`config.mk`:
```
export PLATFORM = sky130hd
export DESIGN_NAME = pikachu_motion_ctrl
export DESIGN_NICKNAME = d
export VERILOG_FILES = /design/src/rtl/pikachu_motion_ctrl.sv
export SDC_FILE = /design/constraint.sdc
export NUM_CORES = 1
export LEC_CHECK = 0
export ABC_AREA = 0
export CORE_MARGIN = 2
export CORE_UTILIZATION = 40
export CTS_CLUSTER_DIAMETER = 150
export DETAILED_ROUTE_END_ITERATION = 7
export GPL_TIMING_DRIVEN = 1
export PLACE_DENSITY = 0.58
export SLEW_MARGIN = 10
export SYNTH_ARGS = -nofsm -noshare
export SYNTH_HDL_FRONTEND = slang
export SYNTH_SLANG_ARGS = --single-unit
```
`constraint.sdc`:
```
create_clock -name clk -period 3.3 [get_ports clk]
set_input_delay 0.495 -clock clk [delete_from_list [all_inputs] [get_ports clk]]
set_output_delay 0.495 -clock clk [all_outputs]
set_load 0.1 [all_outputs]
```
`src/rtl/pikachu_motion_ctrl.sv`:
```
// Per-frame walk/jump/gravity sequencer and sprite-box decoder for the Pikachu renderer.
// Optional second mid-air jump is built when PIKACHU_DOUBLE_JUMP_EN is defined.
module pikachu_motion_ctrl #(
  parameter logic [9:0] START_X   = 10'd304,
  parameter logic [9:0] GROUND_Y  = 10'd400,
  parameter logic [9:0] X_MAX     = 10'd607,
  parameter logic [3:0] WALK_STEP = 4'd2,
  parameter logic [5:0] JUMP_V0   = 6'd10,
  parameter logic [3:0] ANIM_DIV  = 4'd6
) (
  input  logic       clk,
  input  logic       rst_n,
  input  logic       frame_tick,
  input  logic       btn_left,
  input  logic       btn_right,
  input  logic       btn_jump,
  input  logic [9:0] x,
  input  logic [9:0] y,
  output logic [9:0] pos_x,
  output logic [9:0] pos_y,
  output logic       enable,
  output logic       par,
  output logic       airborne
);

  typedef enum logic [1:0] {GROUND, RISE, FALL} state_t;

  localparam logic [6:0] VEL_JUMP = 7'd0 - {1'b0, JUMP_V0};
  localparam logic signed [6:0] VEL_MAX = 7'sd15;

  state_t            state_reg, state_next;
  logic [1:0]        left_sync, right_sync, jump_sync;
  logic              jump_prev_reg, jump_latch_reg;
  logic signed [6:0] vel_reg, vel_next, vel_inc;
  logic [9:0]        pos_x_reg, pos_x_next, pos_y_reg, pos_y_next;
  logic [3:0]        anim_cnt_reg, anim_cnt_next;
  logic              par_reg, par_next, airborne_reg;
  logic              left_s, right_s, jump_s, jump_edge, jump_req, anim_active, dj_fire;
  logic [11:0]       ny;
  logic [10:0]       x_sum;

  assign left_s    = left_sync[1];
  assign right_s   = right_sync[1];
  assign jump_s    = jump_sync[1];
  assign jump_edge = jump_s & ~jump_prev_reg;
  // An edge arriving in the tick cycle itself must still count for this tick.
  assign jump_req  = jump_latch_reg | jump_edge;

`ifdef PIKACHU_DOUBLE_JUMP_EN
  logic used_reg, used_next;
  assign dj_fire = jump_req & ~used_reg & (state_reg != GROUND);
`else
  assign dj_fire = 1'b0;
`endif

  always_ff @(posedge clk or negedge rst_n) begin
    if (!rst_n) begin
      left_sync      <= 2'b00;
      right_sync     <= 2'b00;
      jump_sync      <= 2'b00;
      jump_prev_reg  <= 1'b0;
      jump_latch_reg <= 1'b0;
    end else begin
      left_sync      <= {left_sync[0], btn_left};
      right_sync     <= {right_sync[0], btn_right};
      jump_sync      <= {jump_sync[0], btn_jump};
      jump_prev_reg  <= jump_s;
      if (frame_tick)
        jump_latch_reg <= 1'b0;
      else if (jump_edge)
        jump_latch_reg <= 1'b1;
    end
  end

  // State register: every motion register advances only on frame_tick.
  always_ff @(posedge clk or negedge rst_n) begin
    if (!rst_n) begin
      state_reg    <= GROUND;
      vel_reg      <= 7'sd0;
      pos_x_reg    <= START_X;
      pos_y_reg    <= GROUND_Y;
      anim_cnt_reg <= 4'd0;
      par_reg      <= 1'b0;
      airborne_reg <= 1'b0;
`ifdef PIKACHU_DOUBLE_JUMP_EN
      used_reg     <= 1'b0;
`endif
    end else if (frame_tick) begin
      state_reg    <= state_next;
      vel_reg      <= vel_next;
      pos_x_reg    <= pos_x_next;
      pos_y_reg    <= pos_y_next;
      anim_cnt_reg <= anim_cnt_next;
      par_reg      <= par_next;
      airborne_reg <= (state_next != GROUND);
`ifdef PIKACHU_DOUBLE_JUMP_EN
      used_reg     <= used_next;
`endif
    end
  end

  // Next-state and datapath.
  always_comb begin
    state_next = state_reg;
    vel_next   = vel_reg;
    pos_y_next = pos_y_reg;
    vel_inc    = vel_reg + 7'sd1;
    ny         = {2'b00, pos_y_reg} + {{5{vel_reg[6]}}, vel_reg};
    x_sum      = {1'b0, pos_x_reg} + {7'd0, WALK_STEP};

    case (state_reg)
      GROUND: begin
        if (jump_req) begin
          vel_next   = VEL_JUMP;
          state_next = RISE;
        end
      end
      RISE: begin
        if (dj_fire) begin
          vel_next = VEL_JUMP;
        end else if (ny[11]) begin
          pos_y_next = 10'd0;
          vel_next   = 7'sd0;
          state_next = FALL;
        end else begin
          pos_y_next = ny[9:0];
          vel_next   = vel_inc;
          if (!vel_inc[6])
            state_next = FALL;
        end
      end
      FALL: begin
        if (dj_fire) begin
          vel_next   = VEL_JUMP;
          state_next = RISE;
        end else if (!ny[11] && (ny[10:0] >= {1'b0, GROUND_Y})) begin
          pos_y_next = GROUND_Y;
          vel_next   = 7'sd0;
          state_next = GROUND;
        end else begin
          pos_y_next = ny[9:0];
          vel_next   = (vel_reg >= VEL_MAX) ? VEL_MAX : vel_inc;
        end
      end
      default: state_next = GROUND;
    endcase

    pos_x_next = pos_x_reg;
    if (left_s && !right_s)
      pos_x_next = (pos_x_reg >= {6'd0, WALK_STEP}) ? pos_x_reg - {6'd0, WALK_STEP} : 10'd0;
    else if (right_s && !left_s)
      pos_x_next = (x_sum > {1'b0, X_MAX}) ? X_MAX : x_sum[9:0];

    anim_active   = airborne_reg | (left_s ^ right_s);
    anim_cnt_next = 4'd0;
    par_next      = 1'b0;
    if (anim_active) begin
      if (anim_cnt_reg == ANIM_DIV - 4'd1) begin
        anim_cnt_next = 4'd0;
        par_next      = ~par_reg;
      end else begin
        anim_cnt_next = anim_cnt_reg + 4'd1;
        par_next      = par_reg;
      end
    end
  end

`ifdef PIKACHU_DOUBLE_JUMP_EN
  always_comb begin
    used_next = used_reg;
    if (dj_fire)
      used_next = 1'b1;
    else if (state_reg == FALL && state_next == GROUND)
      used_next = 1'b0;
  end
`endif

  // Outputs: 11-bit window compare so boxes near the screen edge never wrap.
  always_comb begin
    pos_x    = pos_x_reg;
    pos_y    = pos_y_reg;
    par      = par_reg;
    airborne = airborne_reg;
    enable   = ({1'b0, x} >= {1'b0, pos_x_reg} + 11'd1)  &&
               ({1'b0, x} <= {1'b0, pos_x_reg} + 11'd32) &&
               ({1'b0, y} >= {1'b0, pos_y_reg})          &&
               ({1'b0, y} <= {1'b0, pos_y_reg} + 11'd15);
  end

endmodule

```
==> results.ini <==
[place]
placed_cells=686
gp_congestion=0.8727
portBuffers=48
place_ws_ns=-0.2009
hpwlAfterDp_um=8002
placed_cell_area_um2=5132

[final_layout]
drive_above_1_share=0.2014
nets=660
stdcell_count=706
layout_common_cells=63 x ha_1, 48 x buf_4, 34 x nand2_1
finish.utilization=0.4999
fin_area_um2=5371
antennaDiodeCount=0
final_common_cell=ha_1
area_delta_synth_final_pct=23.54

[power_and_ir_drop]
power.internal_mw=2.535
p_switching_mw=3.056
seqPwrFrac=0.194
peakVddDrop_mv=0.4739
swShare=0.5466
power-per-cell-area_nw_per_um2=1041
power_leakage_nw=2.387
power_frac_clock=0.062
comb_power_share=0.744

[clock_tree]
insertion_delay_ns=0.30
clock-sinks=43
ctsHtreeMaxLevel=2
cts.path.max_buffers=2
clkTransAtPathRegs_ns=0.09
cts_buffers=5
cts-root-buf=clkbuf_8
cts_tree=built

[setup_path]
cp_common_cell=nand4_1
setup.worst_path.start_class=flop
slowest_delay_ns=0.66
path_class=reg2out
worst-path-max-fanout=5
crit_chain=inv_1 > nor3_2 > nand4_1 > xnor2_1 > ha_1 > nand4_1 > o32ai_2 > a31oi_1 > o41ai_2 > nor4bb_4 > buf_12
required_ns=2.80
end_kind=primary output
r2r_start=pos_y[0]$_DFFE_PN0P_
crit_path_top_delay_cell=dfstp_4
crit_arrival_ns=2.95
critPathBufInv=2
crit_start=pos_y[7]$_DFFE_PN1P_
cpLargestDelayFamily=simple AND/OR/NAND/NOR gates

[sta]
skew_ns=0.007743
period_needed_ns=3.442
tightest_slew_ns=0.9794
holdWs_ns=0.3495
setup_slack_ns=-0.1419
fin_crit_sh=1.043
relSlewSlack=0.3470
finalHoldViolCount=0
drv_slew=0
rsz0062_at_grt=true
fmax_mhz=290.5
setup_viol=1

[yosys]
synth_nets=594
synth_seq_area_share=0.2492
syn_inst=499
synth-seq-cells=43
syn_area_per_cell_um2=8.713
yosysUniqueCellTypes=80
syn_area_um2=4348
async_flop_share=1.000
ys_warn_count=0
synth_edf_count=0
synthFlopType=dfrtp_1

[global_route]
grt_max_degree=44
grt_usage=0.1775
met2_usage=0.2826
grt_overflow=0
grt_pass1_wl_um=16950
antenna_found_initial=0
grtUsageMet1=0.2619
grt_pass1_vias=3575
grt_use_met3=0.01748
busiest_layer=met2

[floorplan]
ioPinCount=49
coreArea_um2=10750
start_util=0.4046
fp-row-count=38
dieArea_um2=11720
die_h_um=108.3
die_w_um=108.3

[route]
postRouteAntennaNets=0
via_per_inst=5.572
first_pass_iters=4
drc=0
vias=3934
wire_per_inst_um=14.74
routed_wl_um=10410
drtIter0Drc=280

[outcome]
violations=negative setup slack
status=finished, violations left

[hold_path]
hp-class=in2async

[flow_run]
cap_violations=0

==> power by group through the flow <==
stage               sequential (mW)  combinational [mW]  clock (mW)
finish                         1.09                4.16       0.346
global route                   1.13                4.56       0.389
global placement               1.11                3.94           0
floorplan                      1.78                2.39           0
detailed placement             1.11                3.97           0
CTS                            1.08                4.08       0.361
==> cells by family (layout without fill, tap and decap cells) <==
logic type      after synthesis  count (layout)  share of synthesized area
mux                           4               4                   0.009784
simple gates                146             146                     0.1799
compound gates              156             156                     0.2527
buf+inv                      52             119                    0.04921
flops                        43              43                     0.2492
xor+xnor                     28              28                    0.05640
fa+ha+maj                    70              70                     0.2029
==> worst paths after layout <==
path	slack, ns	to	cells past startpoint
setup / recovery	-0.14	enable	11
hold / removal	0.35	pos_x[2]$_DFFE_PN0P_	1
setup reg to reg	0.15	vel_reg[1]$_DFFE_PN0P_	13
hold reg to reg	0.35	jump_sync[1]$_DFF_PN0_	0
max in group asynchronous	2.24	pos_y[0]$_DFFE_PN0P_	1
min in group clk	0.35	jump_sync[1]$_DFF_PN0_	0
==> metal layers <==
metal / vias up / wire length (µm)
met3: 9 / 356
met5: - / 0
met4: 0 / 97
met1: 1867 / 5308
li1: 1983 / -
met2: 75 / 4645
==> synth_stat cells, types with 3 or more instances <==
| cell type | instances | area (µm²) |
|---|---|---|
| nand3_1 | 15 | 75.07 |
| a2bb2oi_1 | 4 | 35.03 |
| clkbuf_1 | 9 | 33.78 |
| a211oi_1 | 6 | 45.04 |
| o21a_1 | 10 | 75.07 |
| a31oi_1 | 6 | 37.54 |
| dfrtp_1 | 37 | 925.9 |
| o211ai_1 | 4 | 30.03 |
| xnor2_1 | 21 | 183.9 |
| or3_1 | 5 | 31.28 |
| nor2_1 | 22 | 82.58 |
| nand2_1 | 35 | 131.4 |
| nand4_1 | 7 | 43.79 |
| buf_2 | 3 | 15.01 |
| inv_1 | 35 | 131.4 |
| a22o_1 | 7 | 61.31 |
| o31ai_1 | 6 | 45.04 |
| dfstp_2 | 6 | 157.7 |
| nand2b_1 | 15 | 93.84 |
| xor2_1 | 7 | 61.31 |
| nor2b_1 | 9 | 56.30 |
| nor4_1 | 4 | 25.02 |
| o21ai_0 | 33 | 165.2 |
| a211o_1 | 6 | 52.55 |
| a21boi_0 | 4 | 30.03 |
| and3_1 | 5 | 31.28 |
| a21oi_1 | 21 | 105.1 |
| a21o_1 | 11 | 82.58 |
| o22ai_1 | 5 | 31.28 |
| ha_1 | 68 | 850.8 |
| nor3_1 | 11 | 55.05 |
| o21bai_1 | 4 | 30.03 |
==> layout make-up <==
| cell class | instances | area (µm²) |
|---|---|---|
| fillers | 1063 | 5374 |
| multi-input cells | 404 | 3201 |
| flip-flops and latches | 43 | 1131 |
| repair buffers | 75 | 635.6 |
| well taps | 140 | 175.2 |
| inverters | 36 | 140.1 |
| clock buffers | 5 | 68.82 |
| clock inverters | 3 | 20.02 |
==> through the flow <==
step                total power [mW]  setup TNS [ns]
floorplan                      4.168         -0.5368
global placement               5.051         -0.1485
detailed placement             5.087         -0.2009
CTS                            5.524         -0.1164
global route                   6.074         -0.3034
finish                         5.592         -0.1419
==> timing repair <==
item / in CTS / in global routing
hold endpoints to repair: 0 / 0
gates resized for setup: 4 / 9
hold buffers: 0 / 0
setup endpoints to repair: 1 / 16
buffers inserted: 10 / 2
pin swaps: 8 / 6
Note: power is estimated with default switching activity, not from simulation.
